`src/rtl/mc_controller.sv`:
```
// Multi-cycle MIPS control FSM with mem_ready handshake, wait-state bus timeout
// and illegal-instruction trap. Selects are pure opcode/funct decode; enables follow the FSM.
module mc_controller #(
    parameter int unsigned TIMEOUT = 16,
    parameter int unsigned TMO_W   = 8
) (
    input  logic       clk,
    input  logic       reset,
    input  logic [5:0] opcode,
    input  logic [5:0] funct,
    input  logic       zero,
    input  logic       mem_ready,
    output logic       PCWr,
    output logic       IRWr,
    output logic       RegWr,
    output logic       MemWr,
    output logic [1:0] RegDst,
    output logic       ALUSrc,
    output logic [1:0] Mem2Reg,
    output logic [1:0] NPCSel,
    output logic [1:0] EXTOp,
    output logic [2:0] ALUOp,
    output logic       illegal,
    output logic       bus_err,
    output logic [2:0] state
);

    typedef enum logic [2:0] {
        StFetch  = 3'd0,
        StDecode = 3'd1,
        StExec   = 3'd2,
        StMemRd  = 3'd3,
        StMemWr  = 3'd4,
        StWb     = 3'd5,
        StTrap   = 3'd6
    } state_e;

    localparam logic [TMO_W-1:0] TmoLast = TMO_W'((TIMEOUT == 0) ? 0 : TIMEOUT - 1);

    state_e           r_state, w_state_nxt;
    logic [TMO_W-1:0] r_wait, w_wait_nxt;
    logic             r_illegal, r_bus_err;

    logic w_rtype, w_addu, w_subu, w_slt, w_jr;
    logic w_ori, w_lui, w_lw, w_sw, w_beq, w_j, w_jal;
    logic w_supported, w_wait_st, w_tmo;

    always_comb begin
        w_rtype     = (opcode == 6'h00);
        w_addu      = w_rtype && (funct == 6'h21);
        w_subu      = w_rtype && (funct == 6'h23);
        w_slt       = w_rtype && (funct == 6'h2A);
        w_jr        = w_rtype && (funct == 6'h08);
        w_ori       = (opcode == 6'h0D);
        w_lui       = (opcode == 6'h0F);
        w_lw        = (opcode == 6'h23);
        w_sw        = (opcode == 6'h2B);
        w_beq       = (opcode == 6'h04);
        w_j         = (opcode == 6'h02);
        w_jal       = (opcode == 6'h03);
        w_supported = w_addu | w_subu | w_slt | w_jr | w_ori | w_lui |
                      w_lw | w_sw | w_beq | w_j | w_jal;
    end

    // Timeout fires in the cycle that would be the TIMEOUT-th consecutive stall.
    always_comb begin
        w_wait_st = (r_state == StFetch) || (r_state == StMemRd) || (r_state == StMemWr);
        w_tmo     = (TIMEOUT != 0) && w_wait_st && !mem_ready && (r_wait == TmoLast);
    end

    always_ff @(posedge clk) begin
        if (reset) begin
            r_state   <= StFetch;
            r_wait    <= '0;
            r_illegal <= 1'b0;
            r_bus_err <= 1'b0;
        end else begin
            r_state   <= w_state_nxt;
            r_wait    <= w_wait_nxt;
            r_illegal <= r_illegal | ((r_state == StDecode) && !w_supported);
            r_bus_err <= r_bus_err | w_tmo;
        end
    end

    always_comb begin
        w_state_nxt = r_state;
        unique case (r_state)
            StFetch: begin
                if (mem_ready)  w_state_nxt = StDecode;
                else if (w_tmo) w_state_nxt = StTrap;
            end
            StDecode: begin
                if (!w_supported)           w_state_nxt = StTrap;
                else if (w_j | w_jal | w_jr) w_state_nxt = StFetch;
                else                        w_state_nxt = StExec;
            end
            StExec: begin
                if (w_beq)     w_state_nxt = StFetch;
                else if (w_lw) w_state_nxt = StMemRd;
                else if (w_sw) w_state_nxt = StMemWr;
                else           w_state_nxt = StWb;
            end
            StMemRd: begin
                if (mem_ready)  w_state_nxt = StWb;
                else if (w_tmo) w_state_nxt = StTrap;
            end
            StMemWr: begin
                if (mem_ready)  w_state_nxt = StFetch;
                else if (w_tmo) w_state_nxt = StTrap;
            end
            StWb:    w_state_nxt = StFetch;
            StTrap:  w_state_nxt = StTrap;
            default: w_state_nxt = StFetch;
        endcase
        w_wait_nxt = (w_wait_st && !mem_ready && (w_state_nxt == r_state)) ?
                     r_wait + TMO_W'(1) : '0;
    end

    always_comb begin
        PCWr    = 1'b0;
        IRWr    = 1'b0;
        RegWr   = 1'b0;
        MemWr   = 1'b0;
        RegDst  = w_jal ? 2'b10 : (w_rtype ? 2'b01 : 2'b00);
        ALUSrc  = w_ori | w_lui | w_lw | w_sw;
        Mem2Reg = w_jal ? 2'b10 : (w_lw ? 2'b01 : 2'b00);
        NPCSel  = w_beq ? 2'b01 : ((w_j | w_jal) ? 2'b10 : (w_jr ? 2'b11 : 2'b00));
        EXTOp   = w_lui ? 2'b10 : ((w_lw | w_sw | w_beq) ? 2'b01 : 2'b00);
        ALUOp   = (w_subu | w_beq) ? 3'b001 : (w_ori ? 3'b010 : (w_slt ? 3'b011 : 3'b000));
        unique case (r_state)
            StFetch: begin
                // Opcode still holds the previous instruction here; fetch is always PC+4.
                NPCSel = 2'b00;
                PCWr   = mem_ready;
                IRWr   = mem_ready;
            end
            StDecode: begin
                PCWr  = w_j | w_jal | w_jr;
                RegWr = w_jal;
            end
            StExec:  PCWr = w_beq & zero;
            StMemWr: MemWr = 1'b1;
            StWb:    RegWr = 1'b1;
            default: ;
        endcase
        if (reset) begin
            PCWr  = 1'b0;
            IRWr  = 1'b0;
            RegWr = 1'b0;
            MemWr = 1'b0;
        end
    end

    assign illegal = r_illegal;
    assign bus_err = r_bus_err;
    assign state   = r_state;

endmodule

```
`config.mk`:
```
export PLATFORM = sky130hd
export DESIGN_NAME = mc_controller
export DESIGN_NICKNAME = d
export VERILOG_FILES = /design/src/rtl/mc_controller.sv
export SDC_FILE = /design/constraint.sdc
export NUM_CORES = 1
export LEC_CHECK = 0
export BUFFER_PORTS_ARGS = -buffer_cell sky130_fd_sc_hd__buf_2
export CORE_MARGIN = 3
export CORE_UTILIZATION = 33
export DETAILED_ROUTE_END_ITERATION = 6
export HOLD_SLACK_MARGIN = 0.08
export PLACE_DENSITY_LB_ADDON = 0.15
export REMOVE_ABC_BUFFERS = 1
export SYNTH_ARGS = -nofsm -noshare
export SYNTH_HDL_FRONTEND = slang
export SYNTH_SLANG_ARGS = --single-unit
```
`constraint.sdc`:
```
create_clock -name clk -period 3.8 [get_ports clk]
set_input_delay 0.95 -clock clk [delete_from_list [all_inputs] [get_ports clk]]
set_output_delay 0.95 -clock clk [all_outputs]
set_load 0.1 [all_outputs]
```
==> flow_summary_export.csv <==
group,metric,value,unit
status,outcome,"complete, no violations",
clock_network,post-cts-setup-buffers,0,
floorplan,die_y,60.7,um
synthesis,ys_warn_count,0,
clock_network,htreeDepth,1,
global_route,grt_pass1_vias,980,
synthesis,yosys.area.top_type,"dfxtp_1",
synthesis,synth_area,986,um^2
timing,post-route-min-period,3580,ps
global_route,grt_max_degree,15,
power,ir_drop,153,uV
final_layout,instances_no_fill,190,
global_route,antenna_found_initial,0,
timing,slew_viol_final,0,
floorplan,die_area,0.00368,mm^2
timing,hold_viol,0,
job,cap_violations,0,
power,p_sw,202,uW
setup_path,endpoint_kind,"output pin",
power,power,433,uW
synthesis,synth_edf_count,0,
clock_network,worstSkewPairLatency,270,ps
setup_path,critPathRequiredTime,2850,ps
final_layout,utilization,0.454,
floorplan,core-area,0.00281,mm^2
timing,setup_tns,0,ps
power,internal_power,231,uW
timing,finalWorstSetupSlack,222,ps
setup_path,cp_max_fo,7,
route,post_drt_wl_per_cell,13.3,um
timing,max_freq,0.279,GHz
clock_network,numCtsBuffers,3,
clock_network,cts_resized,0,
hold_path,hp-start,"r_wait[0]",
floorplan,die_w,60.7,um
setup_path,r2r_start,"state[1]",
synthesis,synthTopCellsByArea,"dfxtp_1 (26%), nor2_1 (6.1%), a211oi_1 (4.6%)",
route,drt_iter0_drc,34,
placed_design,dpl_cell_area,0.00125,mm^2
clock_network,cts_tree,"yes",
setup_path,crit_start,"opcode[3]",
timing,worst_slew_margin_rel,0.626,
placed_design,post-place-ws,203,ps
synthesis,synth_top_area_frac,0.264,
placed_design,globalplace.congestion,0.756,
clock_network,clock_path_buffers,2,
placed_design,dp.cells,186,
timing,tightestPinTransition,546,ps
route,drc,0,
floorplan,num_rows,19,
setup_path,cp-start-kind,"input port",
floorplan,start_util,0.351,
synthesis,synthArstFlopShare,0,
synthesis,synth_area_per_cell,7.64,um^2
final_layout,design_area,0.00127,mm^2
power,power.clock.fraction,0.197,
placed_design,place_hpwl,2020,um
synthesis,ys.flop_type,"dfxtp_1",
timing,rsz0062_at_grt,"false",
power,p_leak,0.515,nW
setup_path,critPathArrivalTime,2630,ps
setup_path,worst-setup-path-type,"input port to output pin",
final_layout,insertedDiodeCount,0,
synthesis,ys_seq_area_frac,0.264,
final_layout,layout-drive-gt1-share,0.277,
route,drtAntennaViolNets,0,
clock_network,cts.sinks,13,
timing,setup_violations,0,
route,vias_per_cell,5.55,
timing,period_share,0.942,
timing,hold_ws,448,ps
power,power.share.combinational,0.430,
clock_network,hold_buffers,0,
synthesis,synth.distinct_cells,47,
clock_network,cts_root_buf,"clkbuf_4",
route,vias,1055,
placed_design,numPortBuffers,35,
synthesis,ys_seq_elements,13,
clock_network,clk_pin_slew,80,ps
synthesis,synthCells,129,
final_layout,fillers,301,
power,swShare,0.467,
power,powerDensity,340,mW/mm^2
route,finalWirelength,2530,um
final_layout,fin_nets,177,
floorplan,io_pins,37,
global_route,overflow,0,
hold_path,min_path_type,"register to register",
timing,fin_skew,2.81,ps
global_route,grt_usage,0.153,
final_layout,area_growth,29.1,%
route,drtPass1Iterations,4,
global_route,grt_pass1_wl,4370,um
power,seq_power_share,0.374,
flip-flops by register name (all words and copies together), names as in the netlist:
register  count
r_wait        8
state         3
bus_err       1
illegal       1
area by class of cell:
type                            instances  area [um^2]  share of cell area
Tap cell                               31         38.8              0.0305
Clock buffer                            4         26.3              0.0206
Sequential cell                        13          260               0.205
Timing Repair Buffer                   37          280               0.220
Multi-Input combinational cell         98          641               0.503
Inverter                                7         26.3              0.0206
final timing paths:
check | endpoint | slack, ps | cells past startpoint
worst max-delay path | PCWr | 220 | 5
worst min register to register | r_wait[0] | 450 | 1
worst max register to register | r_wait[3] | 2080 | 4
worst min-delay path | r_wait[0] | 450 | 1
cells in the final DEF, fill, tap and decap left out, types with 3 or more instances in the layout:
master / netlist / layout
a31oi_1: 3 / 3
xnor2_1: 3 / 3
nor2_1: 16 / 16
buf_2: 2 / 29
a211oi_1: 6 / 6
nor3_1: 5 / 5
nand2_1: 5 / 5
and3_1: 4 / 4
buf_12: 0 / 6
nand2b_1: 3 / 3
nand3_1: 5 / 5
inv_1: 7 / 7
o21ai_1: 3 / 3
xor2_1: 3 / 3
clkbuf_4: 0 / 3
dfxtp_1: 13 / 13
worst max-delay path, cell delays in order:
cell,delay (ps)
buf_2,140
or4_1,650
o32a_1,380
nor3_1,280
buf_12,220
routing by layer:
layer,up-vias,GRT usage,part of all wire
met3,0,0.0277,0.040
li1,540,-,-
met5,-,0,0
met1,495,0.202,0.44
met4,0,0.0464,0
met2,20,0.253,0.52
Yosys cell counts (2+ instances only):
cell      count
nor2_1       16
dfxtp_1      13
inv_1         7
a211oi_1      6
clkbuf_1      5
nand2_1       5
nand3_1       5
nor3_1        5
and3_1        4
buf_4         4
a31oi_1       3
nand2b_1      3
o21ai_1       3
xnor2_1       3
xor2_1        3
a21oi_1       2
a22oi_1       2
and2_1        2
and4b_1       2
buf_2         2
nand3b_1      2
nand4_1       2
nor3b_1       2
nor4_1        2
nor4b_1       2
o21ai_0       2
or4_1         2
cells by family after synthesis:
family	after synthesis	synth area share
adders and majority gates	1	0.0127
AOI/OAI and AO/OA	31	0.236
xor gates and xnor gates	6	0.0533
buffers and inverters	18	0.0863
other	1	0.00380
DFF	13	0.264
and+or+nand+nor	59	0.344
power groups by stage:
stage / logic (mW) / registers [mW] / clock network [mW]
2_1_floorplan: 0.0940 / 0.209 / 0
3_3_place_gp: 0.186 / 0.165 / 0
3_5_place_dp: 0.187 / 0.165 / 0
4_1_cts: 0.187 / 0.162 / 0.0896
5_1_grt: 0.200 / 0.165 / 0.0980
6_report: 0.186 / 0.162 / 0.0852
(Power assumes the default switching activity.)
